`src/rtl/sample_ctrl.sv`:
```
// sample_ctrl: capture/readout sequencer for the sample memory.
// Idle streams samples into the ring buffer; a trigger writes delayCount+1
// more samples, then reads readCount+1 words back through a send/busy
// handshake. Optional macro SAMPLE_CTRL_ABORT_EN adds an abort input that
// returns the sequencer to IDLE on the next edge.
module sample_ctrl #(
    parameter int COUNT_W = 16
) (
    input  logic        clock,
    input  logic        reset,
    input  logic        validIn,
    input  logic [31:0] dataIn,
    input  logic        run,
    input  logic        wrSize,
    input  logic [31:0] configData,
    input  logic        busy,
    output logic        send,
    output logic [31:0] dataOut,
    output logic [31:0] memoryIn,
    input  logic [31:0] memoryOut,
    output logic        memoryWrite,
    output logic        memoryRead,
`ifdef SAMPLE_CTRL_ABORT_EN
    input  logic        abort,
`endif
    output logic        armed
);
    typedef enum logic [2:0] {IDLE, DELAY, READ, RWAIT, LOAD, XMIT} state_t;

    state_t state, state_nx;
    logic [COUNT_W-1:0] counter, counter_nx, delay_count, read_count;
    logic kill, capture;

`ifdef SAMPLE_CTRL_ABORT_EN
    assign kill = abort;
`else
    assign kill = 1'b0;
`endif

    assign capture = (state == IDLE) || (state == DELAY);
    assign armed = (state == IDLE);

    // Next-state and sample/word counter; send high marks the first XMIT
    // cycle, which is taken unconditionally so the transmitter can raise busy.
    always_comb begin
        state_nx = state;
        counter_nx = counter;
        case (state)
            IDLE: begin
                counter_nx = '0;
                if (run) state_nx = DELAY;
            end
            DELAY: if (validIn) begin
                if (counter == delay_count) begin
                    state_nx = READ;
                    counter_nx = '0;
                end else begin
                    counter_nx = counter + 1'b1;
                end
            end
            READ: state_nx = RWAIT;
            RWAIT: state_nx = LOAD;
            LOAD: state_nx = XMIT;
            XMIT: if (!send && !busy) begin
                if (counter == read_count) begin
                    state_nx = IDLE;
                end else begin
                    state_nx = READ;
                    counter_nx = counter + 1'b1;
                end
            end
            default: state_nx = IDLE;
        endcase
        if (kill) begin
            state_nx = IDLE;
            counter_nx = '0;
        end
    end

    // State and counter registers.
    always_ff @(posedge clock or posedge reset) begin
        if (reset) begin
            state <= IDLE;
            counter <= '0;
        end else begin
            state <= state_nx;
            counter <= counter_nx;
        end
    end

    // Count registers, loadable only while waiting for a trigger.
    always_ff @(posedge clock or posedge reset) begin
        if (reset) begin
            delay_count <= '0;
            read_count <= '0;
        end else if (wrSize && state == IDLE) begin
            delay_count <= configData[16 +: COUNT_W];
            read_count <= configData[0 +: COUNT_W];
        end
    end

    // Registered memory/transmitter strobes; dataOut holds between loads.
    always_ff @(posedge clock or posedge reset) begin
        if (reset) begin
            memoryWrite <= 1'b0;
            memoryIn <= '0;
            memoryRead <= 1'b0;
            send <= 1'b0;
            dataOut <= '0;
        end else begin
            memoryWrite <= !kill && capture && validIn;
            if (capture) memoryIn <= dataIn;
            memoryRead <= !kill && (state == READ);
            send <= !kill && (state == LOAD);
            if (state == LOAD) dataOut <= memoryOut;
        end
    end
endmodule

```
`config.mk`:
```
export PLATFORM = sky130hd
export DESIGN_NAME = sample_ctrl
export DESIGN_NICKNAME = d
export VERILOG_FILES = /design/src/rtl/sample_ctrl.sv
export SDC_FILE = /design/constraint.sdc
export NUM_CORES = 1
export LEC_CHECK = 0
export CAP_MARGIN = 20
export CORE_MARGIN = 8
export CORE_UTILIZATION = 50
export DETAILED_ROUTE_END_ITERATION = 12
export PLACE_DENSITY = 0.88
export SYNTH_ARGS = -nofsm -noshare
export SYNTH_HDL_FRONTEND = slang
export SYNTH_SLANG_ARGS = --single-unit
```
`constraint.sdc`:
```
create_clock -name clock -period 8.8 [get_ports clock]
set_clock_uncertainty 0.15 [all_clocks]
set_input_delay 1.76 -clock clock [delete_from_list [all_inputs] [get_ports clock]]
set_output_delay 1.76 -clock clock [all_outputs]
set_load 0.02 [all_outputs]
```
==> results of run 1 <==
[through the flow]
step | setup WS [ps] | utilization (%)
floorplan | 3761 | -
finish | 4666 | 73.66
global placement | 4796 | 67.90
global route | 4556 | 73.66
CTS | 4654 | 73.36
detailed placement | 4660 | 67.90
[worst register-to-register path: cells and delay by family, from the launching register on]
kind	cells	cell delay (ps)
xor+xnor	1	220
buf+inv	1	220
compound gates	3	540
flops	1	510
simple gates	2	680
[layer usage]
layer  vias to the layer above  GRT usage [%]  part of all wire, %
met2                       228          37.44                   50
met5                         -              0                    0
met4                         0          9.448                  3.3
met3                        43          11.14                   11
met1                      2017          23.42                   36
li1                       1874              -                    -
[state kept, by name (all words and copies together), names as in the netlist]
| register | cells |
|---|---|
| read_count | 16 |
| memoryWrite | 1 |
| memoryIn | 32 |
| dataOut | 32 |
| delay_count | 16 |
| memoryRead | 1 |
| state | 3 |
| counter | 16 |
| send | 1 |
[cell type report]
class	count	area (um2)	area share (%)
timing repair buffer	175	1752	23.24
tap	136	170.2	2.258
inverter	9	36.28	0.4815
clock buffer	20	455.4	6.044
sequential	118	2953	39.18
multi-input combinational	301	2066	27.41
clock inverter	12	103.9	1.378
[cell families (layout without fill, tap and decap cells)]
group | after synthesis | after routing | synth area share [%]
AND/OR/NAND/NOR | 161 | 161 | 14.01
XOR/XNOR | 32 | 32 | 5.364
AO/OA/AOI/OAI | 40 | 40 | 5.244
buffers and inverters | 38 | 216 | 4.215
flip-flops | 118 | 118 | 56.51
adder cells (fa/ha/maj) | 2 | 2 | 0.4789
multiplexers | 66 | 66 | 14.18
[report_power, final]
part           switching, mW  internal [mW]  total, mW
registers              0.195          0.788      0.983
clock network          0.242          0.394      0.636
logic                  0.601          0.554       1.15
total                   1.04           1.74       2.77
[worst min-delay path by stage]
stage | startpoint | end | cells past startpoint
finish | memoryIn[24] | memoryIn[24] | 2
global route | dataOut[3] | dataOut[3] | 1
CTS | memoryIn[24] | memoryIn[24] | 2
detailed placement | memoryIn[9] | memoryIn[9] | 2
global placement | memoryIn[13] | memoryIn[13] | 2
floorplan | delay_count[12] | delay_count[12] | 1
[cell usage after synthesis (all sizes together) (3+ instances only)]
master  instances
mux2           64
clkbuf          6
a21oi           5
a21boi          5
nand2b          9
buf            23
and3            3
nand3           6
nor2            6
xnor2          32
nor3            4
and2            5
a31oi          19
nand2         109
inv             9
nand4          12
nor4            3
o21ai           5
dfrtp         118
==> key figures, run 1 <==
Status
  – Status: finished clean

Clock network
  – Post-CTS setup repair buffer count: 0
  – Clock tree buffer depth: 2
  – H-tree levels: 4
  – Cts bufs inserted: 17
  – CTS clock-pin slew for the worst setup and hold paths: 50 ps
  – Sink Count: 118
  – Clock root buffer: clkbuf_8
  – Clock Latency Late Sink: 510 ps
  – Hold_buf cts: 0
  – Post-CTS sizing: 0
  – CTS tree: built

Synth
  – Netlist cell types: 35
  – Share of the synthesized area in the top cell type: 56.51%
  – Syn. warnings: 0
  – Post-synth EDFFs: 0
  – Cell accounting for the most synthesized area: dfrtp_1
  – Synth async-reset ratio: 100.0%
  – Mapped Cells: 457
  – Synthesized area: 5225 um2
  – Synth Area per Inst: 11.43 um2
  – Seq/Total Area, Yosys: 56.51%
  – Top cells by area, synth: dfrtp_1, mux2_1, nand2_1, mux2_2, xnor2_1
  – #FFs+latches synth: 118
  – Commonest register cell after synthesis: dfrtp_1
  – Syn nets: 561

STA
  – Hold_ws: 334.5 ps
  – RSZ-0062 raised after global routing: false
  – Fin. Hold Viols: 0
  – Min Clock Period, post-route: 4134 ps
  – Slew Limit Fails: 0
  – Max Fclk: 241.9 MHz
  – Setup_tns: 0 ps
  – Final Cycle Share: 46.98%
  – Final setup violation count: 0
  – Least-Margin Pin Slew: 947.5 ps
  – Slew margin rel.: 36.68%

Drt
  – First-pass DRT Iterations: 6
  – DR WL/cell: 19.69 um
  – 1st-iter DRT viols: 219
  – DRC errors left: 0
  – WL final: 15.18 mm
  – Vias per cell: 5.398
  – Via count: 4,162
  – Post-route ant nets: 0

Die
  – # IOs: 170
  – Die H: 118.2 um
  – CORE AREA: 10,230 um2
  – Die ar.: 13,980 um2
  – Die width: 118.2 um
  – Initial Utilization: 51.07%
  – Row count: 37

Worst hold path
  – Hold Path Class: reg2reg

Pwr
  – Power per cell area: 368.1 nW/um2
  – Leak: 3.258 nW
  – Peak VDD IR: 226.9 uV
  – Total power: 2.774 mW

Worst setup path
  – Delay of the slowest critical-path stage: 660 ps
  – Critical path launch point type: flop
  – Worst R2R End: counter[4]
  – Worst setup path start: state[2]
  – CP Buf/Inv Count: 1
  – Crit path capture type: primary output
  – WP data required: 6890 ps
  – CP Max Fanout: 8
  – Crit Path Category: reg2out
  – Delay-heaviest family, CP: buffers and inverters
  – R2R cell count: 7
  – Crit path DAT: 2220 ps
  – CP endpoint: armed
  – Critical path cell sequence: or2_1 -> nor2_1 -> clkdlybuf4s50_1
  – Reg2reg start: counter[2]
  – Worst reg-to-reg setup slack: 6340 ps
  – Slowest cell on the critical path: clkdlybuf4s50_1
  – Levels on crit path: 3

Layout
  – ANT cells: 0
  – Post-route cell area: 7536 um2
  – Layout net count: 726
  – Layout cell share with drive strength beyond 1: 11.65%
  – Fill count: 626
  – Area grow syn2layout: 44.23%
  – Commonest cells after routing, fill and taps aside: clkdlybuf4s50_1, dfrtp_1, nand2_1, mux2_1, xnor2_1
  – Non-Filler Instances: 771
  – Commonest non-fill, non-tap cell in the layout: clkdlybuf4s50_1

Run
  – Total of max-cap violations: 0

Global route
  – Initial antenna violation count: 0
  – Pin count of the biggest net entering global routing: 64
  – Wire length of the first global-routing pass: 24.85 mm
  – Gr usage total: 22.34%
  – Vias in the first global route: 4,629
  – Congestion Overflow GR: 0

Placement
  – Placed wire-length estimate: 10.70 mm
  – Cell area after placement: 6947 um2
  – PortBufs: 169
  – Routability cong.: 0.8335
  – Placed Cells: 737
(Power assumes the default switching activity.)
==> run 2, diff against run 1 <==
CORE_UTILIZATION = 42   (was 50)
PLACE_DENSITY = 0.79   (was 0.88)
clock period = 3.5 ns   (was 8.8 ns; I/O delays follow)
==> key figures, run 2 (same netlist as run 1, synthesis figures left out) <==
Status
  – Status: finished clean

Layout
  – Fill count: 979 (+56%)
  – Area of the multi-input gates: 2061 um2 (-0.24%)
  – Commonest cells after routing, fill and taps aside: clkdlybuf4s50_1, dfrtp_1, nand2_1, mux2_1, xnor2_1
  – Largest regs: dataOut: 32 flops, memoryIn: 32 flops
  – Layout cell share with drive strength beyond 1: 11.64% (-0.018 points)
  – Commonest non-fill, non-tap cell in the layout: clkdlybuf4s50_1
  – Area grow syn2layout: 45.71%
  – ANT cells: 0 (unchanged)
  – Layout net count: 728 (+0.28%)
  – Register area: 2953 um2 (unchanged)

Pwr
  – Internal power: 4.477 mW (+160%)
  – Clk pwr share: 24.3% (+1.4 points)
  – Sw power: 2.469 mW (+140%)
  – Reg power frac: 35.1% (-0.3 points)
  – Leak: 3.290 nW (+1.0%)
  – Sw Share: 35.55% (-1.9 points)
  – Combinational share of power: 40.6% (-1.0 points)
  – Peak VDD IR: 544.4 uV (+140%)
  – Power per cell area: 912.3 nW/um2 (+150%)

Drt
  – Vias per cell: 4.915 (-8.9%)
  – 1st-iter DRT viols: 274 (+25%)
  – DRC errors left: 0 (unchanged)
  – Wire length on met3: 1.243 mm (-25%)
  – First-pass DRT Iterations: 5 (-1)
  – Metal2 WL: 7.098 mm (-6.7%)
  – Via count: 3,952 (-5.0%)
  – Post-route ant nets: 0 (unchanged)
  – WL final: 13.62 mm (-10%)
  – DR top layer: met4
  – DR WL/cell: 16.93 um (-14%)
  – WL met1: 5.063 mm (-6.3%)

Worst hold path
  – WHS Endpoint: memoryIn[13]
  – Hold Path Stages: 2 (unchanged)
  – Hold Path Class: reg2reg
  – Hold Path Origin: memoryIn[13]

STA
  – RSZ-0062 raised after global routing: false
  – Least-Margin Pin Slew: 655.3 ps (-292.2 ps)
  – Fin. Hold Viols: 0 (unchanged)
  – Setup_tns: 0 ps (unchanged)
  – Slew margin rel.: 56.06% (+19 points)
  – Final setup violation count: 0 (unchanged)
  – Final Cycle Share: 78.32%
  – Slew Limit Fails: 0 (unchanged)
  – Final WS setup: 758.9 ps (-3907 ps)
  – Min Clock Period, post-route: 2741 ps
  – Max Fclk: 364.8 MHz

Global route
  – Vias in the first global route: 4,272 (-7.7%)
  – Gr usage total: 17.04% (-5.3 points)
  – Congestion Overflow GR: 0 (unchanged)
  – Initial antenna violation count: 0 (unchanged)
  – Wire length of the first global-routing pass: 21.60 mm (-13%)
  – Pin count of the biggest net entering global routing: 71 (+11%)

Die
  – Initial Utilization: 43.32% (-7.8 points)
  – # IOs: 170 (unchanged)
  – Die width: 127.5 um (+7.9%)
  – Row count: 40 (+8.1%)
  – Die H: 127.5 um (+7.9%)
  – Die ar.: 16,270 um2 (+16%)
  – CORE AREA: 12,060 um2 (+18%)

Worst setup path
  – Critical path launch point type: flop
  – R2R cell count: 7 (unchanged)
  – Reg2reg start: counter[2]
  – CP Max Fanout: 7 (-1)
  – Crit path capture type: primary output
  – Crit Path Category: reg2out
  – Crit path DAT: 1890 ps (-330 ps)
  – Worst reg-to-reg setup slack: 1160 ps (-5180 ps)
  – Worst R2R End: counter[4]
  – WP data required: 2650 ps (-4240 ps)

Placement
  – PortBufs: 169 (unchanged)
  – Pre-CTS WS: 978.2 ps (-3682 ps)
  – Placed wire-length estimate: 10.04 mm (-6.1%)
  – Routability cong.: 0.7650 (-8.2%)

Clock network
  – Clock root buffer: clkbuf_16
  – H-tree levels: 4 (unchanged)
  – Clock tree buffer depth: 2 (unchanged)
  – Post-CTS sizing: 0 (unchanged)
  – Clock Latency Late Sink: 410 ps (-100 ps)
  – Post-CTS setup repair buffer count: 0 (unchanged)
  – CTS clock-pin slew for the worst setup and hold paths: 50 ps (about the same)
  – CTS tree: built
  – Sink Count: 118 (unchanged)
  – Hold_buf cts: 0 (unchanged)
  – Cts bufs inserted: 17 (unchanged)

Run
  – Total of max-cap violations: 0 (unchanged)
run 2: power groups by stage:
| stage | clock [mW] | sequential, mW | combinational (mW) |
|---|---|---|---|
| after floorplan | 0 | 2.79 | 1.27 |
| after global placement | 0 | 2.42 | 2.76 |
| after detailed placement | 0 | 2.46 | 2.83 |
| after CTS | 1.73 | 2.45 | 2.85 |
| after global routing | 1.78 | 2.52 | 3.04 |
| final | 1.69 | 2.44 | 2.82 |
run 2: stage by stage:
stage | instance area, um2 | utilization, % | hold WS (ps) | std cells | power [mW]
2_1_floorplan | 5229 | - | 329.5 | 457 | 4.056
3_3_place_gp | 7018 | 58.18 | 306.4 | 772 | 5.178
3_5_place_dp | 7018 | 58.18 | 311.8 | 772 | 5.290
4_1_cts | 7602 | 63.03 | 325.1 | 803 | 7.023
5_1_grt | 7614 | 63.12 | 353.8 | 804 | 7.338
6_report | 7614 | 63.12 | 320.6 | 804 | 6.946
run 2: final cells by class:
cell class	instances	area share [%]
inverters	9	0.4930
multi-input cells	301	27.07
clock inverters	9	1.315
flip-flops and latches	118	38.78
well taps	168	2.761
clock buffers	22	6.360
repair buffers	177	23.22
run 2: worst max-delay path by stage:
| stage | from | end | slack, ps | depth (start not counted) |
|---|---|---|---|---|
| floorplan | reset | counter[0] | 1210 | 1 |
| global placement | busy | counter[9] | 1030 | 7 |
| detailed placement | validIn | counter[4] | 980 | 8 |
| CTS | state[2] | armed | 730 | 3 |
| global route | state[2] | armed | 620 | 3 |
| finish | state[2] | armed | 760 | 3 |
run 2: per-layer routing:
metal,vias to the layer above,global-route usage [%]
met4,0,6.718
met3,19,8.652
met5,-,0
met2,122,29.31
li1,1879,-
met1,1932,17.29
run 2: critical path, stage by stage, from the launching register on:
cell	delay, ps
dfrtp_1	440
or2_1	260
nor2_1	120
clkdlybuf4s50_1	660
==> run 3, diff against run 2 <==
CORE_UTILIZATION = 46   (was 42)
PLACE_DENSITY = 0.82   (was 0.79)
clock period = 2.7 ns   (was 3.5 ns; I/O delays follow)
==> key figures, run 3 (same netlist as run 1, synthesis figures left out) <==
STA
  – Final setup violation count: 0 (unchanged)
  – Slew Limit Fails: 0 (unchanged)
  – RSZ-0062 raised after global routing: false
  – Fin. Hold Viols: 0 (unchanged)
  – Slew margin rel.: 56.34% (+0.28 points)
  – Final Cycle Share: 96.39%
  – Least-Margin Pin Slew: 653.6 ps (-1.695 ps)
  – Min Clock Period, post-route: 2602 ps
  – Max Fclk: 384.3 MHz
  – Setup_tns: 0 ps (unchanged)

Clock network
  – Sink Count: 118 (unchanged)
  – H-tree levels: 4 (unchanged)
  – CTS tree: built
  – Cts bufs inserted: 17 (unchanged)
  – Clock Latency Late Sink: 420 ps (about the same)
  – Post-CTS setup repair buffer count: 0 (unchanged)
  – Clock root buffer: clkbuf_16
  – CTS clock-pin slew for the worst setup and hold paths: 50 ps (about the same)
  – Hold_buf cts: 0 (unchanged)
  – Post-CTS sizing: 0 (unchanged)
  – Clock tree buffer depth: 2 (unchanged)

Layout
  – Area grow syn2layout: 45.50%
  – ANT cells: 0 (unchanged)
  – Layout cell share with drive strength beyond 1: 12.07% (+0.43 points)
  – Commonest cells after routing, fill and taps aside: clkdlybuf4s50_1, dfrtp_1, nand2_1, mux2_1, xnor2_1
  – Layout net count: 729 (+0.14%)
  – Commonest non-fill, non-tap cell in the layout: clkdlybuf4s50_1
  – Largest regs: dataOut: 32 flops, memoryIn: 32 flops

Placement
  – PortBufs: 169 (unchanged)
  – Routability cong.: 0.8199 (+7.2%)
  – Placed wire-length estimate: 10.25 mm (+2.1%)

Global route
  – Pin count of the biggest net entering global routing: 39 (-45%)
  – Wire length of the first global-routing pass: 22.61 mm (+4.7%)
  – Vias in the first global route: 4,423 (+3.5%)
  – Gr usage total: 19.72% (+2.7 points)
  – Congestion Overflow GR: 0 (unchanged)
  – Initial antenna violation count: 0 (unchanged)

Pwr
  – Internal power: 5.661 mW (+26%)
  – Peak VDD IR: 765.8 uV (+41%)
  – Sw power: 3.296 mW (+33%)
  – Reg power frac: 35.5% (+0.4 points)
  – Clk pwr share: 23.2% (-1.1 points)
  – Leak: 3.285 nW (-0.15%)
  – Sw Share: 36.79% (+1.2 points)
  – Total power: 8.957 mW (+29%)
  – Combinational share of power: 41.3% (+0.7 points)
  – Power per cell area: 1178 nW/um2 (+29%)

Worst setup path
  – Delay-heaviest family, CP: buffers and inverters
  – Crit path DAT: 1910 ps (+20 ps)
  – Slowest cell on the critical path: clkdlybuf4s50_1
  – Reg2reg start: counter[2]
  – Critical path cell sequence: or2_1 -> nor2_1 -> clkdlybuf4s50_1
  – WP data required: 2010 ps (-640 ps)
  – Levels on crit path: 3 (unchanged)
  – R2R cell count: 7 (unchanged)
  – Crit Path Category: reg2out
  – Critical path launch point type: flop
  – CP Max Fanout: 7 (unchanged)
  – Crit path capture type: primary output
  – Worst setup path start: state[2]
  – CP Buf/Inv Count: 1 (unchanged)
  – Delay of the slowest critical-path stage: 650 ps (about the same)

Drt
  – Via count: 4,037 (+2.2%)
  – 1st-iter DRT viols: 232 (-15%)
  – DRC errors left: 0 (unchanged)
  – First-pass DRT Iterations: 4 (-1)
  – Post-route ant nets: 0 (unchanged)
  – Vias per cell: 5.169 (+5.2%)
  – DR WL/cell: 18.18 um (+7.4%)
  – WL final: 14.20 mm (+4.3%)

Run
  – Total of max-cap violations: 0 (unchanged)

Die
  – Die ar.: 15,020 um2 (-7.6%)
  – Initial Utilization: 46.35% (+3.0 points)
  – # IOs: 170 (unchanged)
  – Die width: 122.6 um (-3.9%)
  – Die H: 122.6 um (-3.9%)
  – Row count: 39 (-2.5%)
  – CORE AREA: 11,270 um2 (-6.5%)

Status
  – Status: finished clean

Worst hold path
  – Hold Path Stages: 2 (unchanged)
  – Hold Path Origin: memoryIn[3]
  – Hold Path Class: reg2reg
run 3: changes by cell type in the layout (fill, tap and decap cells not counted), moves of 2 or more:
cell	before	now
buf_4	6	4
clkbuf_8	4	1
clkinvlp_4	3	6
clkinv_2	5	7
buf_12	1	5
run 3: per-layer routing:
metal	global-route usage, %	routed length [um]	share of wire, %
met5	0	0	0
met3	9.982	1468	10
met1	21.52	5282	37
met2	32.25	7151	50
met4	7.768	298	2.1
run 3: layout make-up:
cell class              count  area (um2)
clock buffers              18       439.2
clock inverters            14       111.4
fillers                   811        3670
inverters                   9       37.54
multi-input cells         301        2061
flip-flops and latches    118        2953
well taps                 143       178.9
repair buffers            178        1822
run 3: power groups by stage:
stage / Sequential (mW) / Clock, mW / Combinational, mW
2_1_floorplan: 3.62 / 0 / 1.64
3_3_place_gp: 3.15 / 0 / 3.61
3_5_place_dp: 3.19 / 0 / 3.71
4_1_cts: 3.19 / 2.12 / 3.75
5_1_grt: 3.28 / 2.20 / 4.00
6_report: 3.18 / 2.07 / 3.70
run 3: worst paths after layout:
path | to | slack, ps
min reg2reg | memoryIn[3] | 330
max in group asynchronous | delay_count[0] | 1370
max reg2reg | counter[9] | 420
min in group asynchronous | memoryIn[11] | 420
max | armed | 100
min | memoryIn[3] | 330
run 3: per-stage QoR:
step,util [%],setup slack [ps],area [um2],hold slack (ps),cells
after floorplan,-,533.5,5229,329.5,457
after global placement,62.56,389.8,7052,306.9,749
after detailed placement,62.56,351.7,7052,311.8,749
after CTS,67.44,82.39,7602,329.4,781
after global routing,67.44,16.19,7602,348.9,781
final,67.44,97.55,7602,327.0,781
run 3: tightest hold or removal path: cells and delay by family (launching register included):
family	cells	cell delay, ps
flops	1	340
simple gates	2	100
